## src/rtl/insn_encoder.sv

```systemverilog
// RV32I R/I-type encoder from ALU op requests, with a 2-entry output FIFO.
// Define INSN_ENC_X0_CHK_EN to reject rd=x0 requests other than the canonical NOP.
module insn_encoder (
    input  logic        i_clk,
    input  logic        i_rst_n,
    input  logic        i_req_vld,
    output logic        o_req_rdy,
    input  logic [3:0]  i_alu_op,
    input  logic        i_imm_sel,
    input  logic [4:0]  i_rd,
    input  logic [4:0]  i_rs1,
    input  logic [4:0]  i_rs2,
    input  logic [11:0] i_imm,
    output logic [31:0] o_insn,
    output logic        o_insn_vld,
    input  logic        i_insn_rdy,
    output logic        o_err,
    output logic [15:0] o_insn_cnt
);

    localparam logic [6:0]  OPC_R = 7'b0110011;
    localparam logic [6:0]  OPC_I = 7'b0010011;
    localparam logic [31:0] NOP   = 32'h0000_0013;
    localparam logic [3:0]  OP_ADD = 4'd0;
    localparam logic [3:0]  OP_SUB = 4'd1;

    logic [1:0]       occ_q, occ_d;
    logic [1:0][31:0] mem_q, mem_d;
    logic             err_q, err_d;
    logic [15:0]      cnt_q, cnt_d;

    logic [2:0]  f3;
    logic [6:0]  f7;
    logic        is_shift;
    logic        op_ok;
    logic        x0_bad;
    logic        illegal;
    logic [31:0] word;
    logic        acc, enq, deq;

    always_comb begin
        f3       = 3'b000;
        f7       = 7'b0000000;
        is_shift = 1'b0;
        op_ok    = 1'b1;
        unique case (i_alu_op)
            4'd0: f3 = 3'b000;
            4'd1: begin
                f3 = 3'b000;
                f7 = 7'b0100000;
            end
            4'd2: f3 = 3'b010;
            4'd3: f3 = 3'b011;
            4'd4: f3 = 3'b100;
            4'd5: f3 = 3'b110;
            4'd6: f3 = 3'b111;
            4'd7: begin
                f3       = 3'b001;
                is_shift = 1'b1;
            end
            4'd8: begin
                f3       = 3'b101;
                is_shift = 1'b1;
            end
            4'd9: begin
                f3       = 3'b101;
                f7       = 7'b0100000;
                is_shift = 1'b1;
            end
            default: op_ok = 1'b0;
        endcase
    end

`ifdef INSN_ENC_X0_CHK_EN
    assign x0_bad = (i_rd == 5'd0) &
                    !((i_alu_op == OP_ADD) & i_imm_sel &
                      (i_rs1 == 5'd0) & (i_imm == 12'd0));
`else
    assign x0_bad = 1'b0;
`endif

    assign illegal = !op_ok | ((i_alu_op == OP_SUB) & i_imm_sel) | x0_bad;

    always_comb begin
        if (!i_imm_sel)
            word = {f7, i_rs2, i_rs1, f3, i_rd, OPC_R};
        else if (is_shift)
            word = {f7, i_imm[4:0], i_rs1, f3, i_rd, OPC_I};
        else
            word = {i_imm, i_rs1, f3, i_rd, OPC_I};
    end

    assign o_req_rdy  = (occ_q != 2'd2);
    assign o_insn_vld = (occ_q != 2'd0);
    assign o_insn     = o_insn_vld ? mem_q[0] : NOP;
    assign o_err      = err_q;
    assign o_insn_cnt = cnt_q;

    assign acc = i_req_vld & o_req_rdy;
    assign enq = acc & ~illegal;
    assign deq = o_insn_vld & i_insn_rdy;

    // Head always lives in slot 0; a write lands just behind the surviving entries.
    always_comb begin
        mem_d = mem_q;
        occ_d = occ_q + {1'b0, enq} - {1'b0, deq};
        err_d = acc & illegal;
        cnt_d = deq ? cnt_q + 16'd1 : cnt_q;
        if (deq)
            mem_d[0] = mem_q[1];
        if (enq) begin
            if ((occ_q == 2'd1) && !deq)
                mem_d[1] = word;
            else
                mem_d[0] = word;
        end
    end

    always_ff @(posedge i_clk or negedge i_rst_n) begin
        if (!i_rst_n) begin
            occ_q <= 2'd0;
            mem_q <= '0;
            err_q <= 1'b0;
            cnt_q <= 16'd0;
        end else begin
            occ_q <= occ_d;
            mem_q <= mem_d;
            err_q <= err_d;
            cnt_q <= cnt_d;
        end
    end

endmodule
```

## config.mk

```make
export PLATFORM = sky130hd
export DESIGN_NAME = insn_encoder
export DESIGN_NICKNAME = d
export VERILOG_FILES = /design/src/rtl/insn_encoder.sv
export SDC_FILE = /design/constraint.sdc
export NUM_CORES = 1
export LEC_CHECK = 0
export ABC_AREA = 0
export ABC_CLOCK_PERIOD_IN_PS = 3200
export CORE_UTILIZATION = 50
export CTS_BUF_LIST = sky130_fd_sc_hd__clkbuf_16
export DETAILED_ROUTE_END_ITERATION = 12
export PLACE_DENSITY_LB_ADDON = 0.2
export SYNTH_ARGS = -nofsm -noshare
export SYNTH_HDL_FRONTEND = slang
export SYNTH_SLANG_ARGS = --single-unit
```

## constraint.sdc

```tcl
create_clock -name i_clk -period 3.2 [get_ports i_clk]
set_clock_uncertainty 0.15 [all_clocks]
set_input_delay 0.32 -clock i_clk [delete_from_list [all_inputs] [get_ports i_clk]]
set_output_delay 0.32 -clock i_clk [all_outputs]
set_load 0.005 [all_outputs]
```

==> insert_results.sql <==
INSERT INTO impl_metrics (metric_group, metric, value, unit) VALUES
('outcome', 'run_status', 'complete, but fails checks', ''),
('outcome', 'violations', 'negative hold slack', ''),
('floorplanning', 'dieArea', '7850', 'µm²'),
('timing', 'hold_ws', '-0.00732', 'ns'),
('critical_path', 'timing.critical_path.cells', 'or2_1, buf_4, and2_1, clkdlybuf4s50_1', ''),
('floorplanning', 'floorplan.die.width', '88.6', 'µm'),
('yosys', 'post-synth-top-area-fraction', '52.0', '%'),
('cts', 'postCtsHoldBufs', '0', ''),
('yosys', 'synth_edf_count', '0', ''),
('timing', 'grt_setup_unrepaired', 'no', ''),
('route', 'antenna_left', '0', ''),
('critical_path', 'regToRegSetupSlack', '1.01', 'ns'),
('pwr', 'p_sw_share', '28.9', '%'),
('cts', 'htree_num_levels', '3', ''),
('critical_path', 'critical_path_endpoint_category', 'output pin', ''),
('timing', 'tightestPinTransition', '0.962', 'ns'),
('placed_design', 'place_congestion', '0.847', ''),
('yosys', 'synth.top_cells.by_area', 'dfrtp_1, mux2i_1, mux2_2, and2_1, nand2_1', ''),
('global_routing', 'number_of_antenna_violations_at_the_first_check_in_global_routing', '0', ''),
('placed_design', 'number_of_i_o_port_buffers', '86', ''),
('pwr', 'power.combinational.fraction', '37.8', '%'),
('pwr', 'power_frac_seq', '37.3', '%'),
('critical_path', 'critPathArrivalTime', '1.92', 'ns'),
('floorplanning', 'number_of_top_level_pins', '87', ''),
('critical_path', 'path_max_fanout', '33', ''),
('cts', 'cts_buffers', '9', ''),
('floorplanning', 'initial_utilization', '51.7', '%'),
('yosys', 'top_cell_types_by_occurrence_after_synthesis', 'dfrtp_1, mux2i_1, nand2_1', ''),
('route', 'wl_per_cell', '14.6', 'µm'),
('cts', 'cts_post_setup_buffers_inserted', '0', ''),
('finish', 'final.fill_count', '550', ''),
('timing', 'setup_slack', '0.813', 'ns'),
('critical_path', 'cp_top_family', 'buffers and inverters', ''),
('critical_path', 'criticalPathCategory', 'reg -> out', ''),
('finish', 'design.final.nets', '449', ''),
('yosys', 'post-synth-top-area-cell', 'dfrtp_1', ''),
('placed_design', 'dp_slack', '0.504', 'ns'),
('cts', 'cts_resized', '0', ''),
('route', 'dr.first_iter.drc_count', '86', ''),
('floorplanning', 'die_extent_in_y', '88.6', 'µm'),
('floorplanning', 'core', '7250', 'µm²'),
('timing', 'finalSetupTns', '0', 'ns'),
('cts', 'numClockSinks', '78', ''),
('critical_path', 'critPathRequiredTime', '2.73', 'ns'),
('finish', 'post-route-util', '69.2', '%'),
('route', 'vias_per_cell', '5.05', ''),
('global_routing', 'grt_pass1_vias', '2583', ''),
('yosys', 'share_of_synthesized_area_occupied_by_flip_flops_and_latches', '52.0', '%'),
('yosys', 'synth.lib_cells_used.distinct', '40', ''),
('finish', 'syn_to_final_growth', '33.8', '%'),
('timing', 'final_hold_viol_count', '5', ''),
('critical_path', 'critPathLaunch', 'occ_q[1]', ''),
('critical_path', 'crit_slowest_cell', 'clkdlybuf4s50_1', ''),
('finish', 'antennaDiodeCount', '0', ''),
('yosys', 'synth-main-ff-cell', 'dfrtp_1', ''),
('cts', 'clockRootBuffer', 'clkbuf_16', ''),
('yosys', 'number_of_standard_cells_after_synthesis', '324', ''),
('yosys', 'synth.cell_area', '3750', 'µm²'),
('cts', 'worstSkewPairLatency', '0.32', 'ns'),
('yosys', 'synth.avg_cell_area', '11.6', 'µm²'),
('pwr', 'share_clk_of_total_power', '24.9', '%'),
('route', 'via_count', '2597', ''),
('yosys', 'synth_seq_cells', '78', ''),
('min_path', 'min_path_type', 'in -> async', ''),
('critical_path', 'r2r_start', 'occ_q[1]', ''),
('global_routing', 'grt_overflow_total', '0', ''),
('yosys', 'fraction_of_registers_with_async_set_reset', '100', '%'),
('critical_path', 'setup.worst_path.start_class', 'register', ''),
('finish', 'post_route_cells_drive_above_1_share', '13.7', '%'),
('route', 'detail_route.drc_violations', '0', ''),
('global_routing', 'global_route_usage_over_all_layers', '21.1', '%');
## power by group through the flow
stage | Clock [mW] | Sequential, mW | Combinational (mW)
after detailed placement | 0 | 1.60 | 1.62
after CTS | 1.08 | 1.59 | 1.64
final | 1.06 | 1.59 | 1.61
after global placement | 0 | 1.58 | 1.57
after floorplan | 0 | 1.54 | 0.944
after global routing | 1.13 | 1.64 | 1.77
## worst max-delay path by stage
| stage | endpoint | slack (ns) | depth (start not counted) |
|---|---|---|---|
| 6_report | o_insn[5] | 0.81 | 4 |
| 2_1_floorplan | occ_q[1] | 0.87 | 11 |
| 4_1_cts | o_insn[5] | 0.77 | 4 |
| 3_5_place_dp | mem_q[8] | 0.50 | 6 |
| 3_3_place_gp | mem_q[8] | 0.56 | 6 |
| 5_1_grt | o_insn[31] | 0.69 | 4 |
## sequential cells by signal (all words and copies together) (netlist names)
signal / cells
mem_q: 59
occ_q: 2
o_err: 1
o_insn_cnt: 16
## metrics by stage
stage	std cells	cell area (µm²)	power, mW
2_1_floorplan	324	3750	2.48
3_3_place_gp	498	4700	3.15
3_5_place_dp	498	4700	3.22
4_1_cts	514	5020	4.31
5_1_grt	514	5020	4.54
6_report	514	5020	4.25
## layout by cell type, fill, tap and decap left out, types with 3 or more instances in the layout
cell,count
buf_4,8
nand2b_1,7
nor2_1,6
nand3_1,8
inv_1,6
a21oi_1,3
xnor2_1,11
clkdlybuf4s50_1,85
nand2_1,36
nor3b_1,3
nand4_1,4
dfrtp_1,78
clkbuf_16,9
mux2_2,20
mux2i_1,37
xor2_1,8
o21ai_0,16
mux2_4,8
and2_1,29
and3_1,4
ha_1,3
## kinds of logic after synthesis
kind of cell | share of synthesized area (%)
buffers and inverters | 3.07
AOI/OAI and AO/OA | 4.00
xor gates and xnor gates | 4.44
muxes | 19.7
and+or+nand+nor | 15.8
adders and majority gates | 1.00
DFF | 52.0
## routing by layer
metal	vias up	track usage [%]	part of all wire (%)
met2	64	32.7	48
met3	6	4.57	4.5
met1	1247	29.2	47
met5	-	0	0
li1	1280	-	-
met4	0	7.48	1.0
## area by class of cell
type	count	area [µm²]	area share (%)
sequential	78	1950	38.9
multi-input combinational	223	1700	33.8
timing repair buffer	93	911	18.2
clock buffer	9	225	4.49
tap	99	124	2.47
clock inverter	7	91.3	1.82
inverter	5	18.8	0.374
Power figures use the tool's default switching activity.
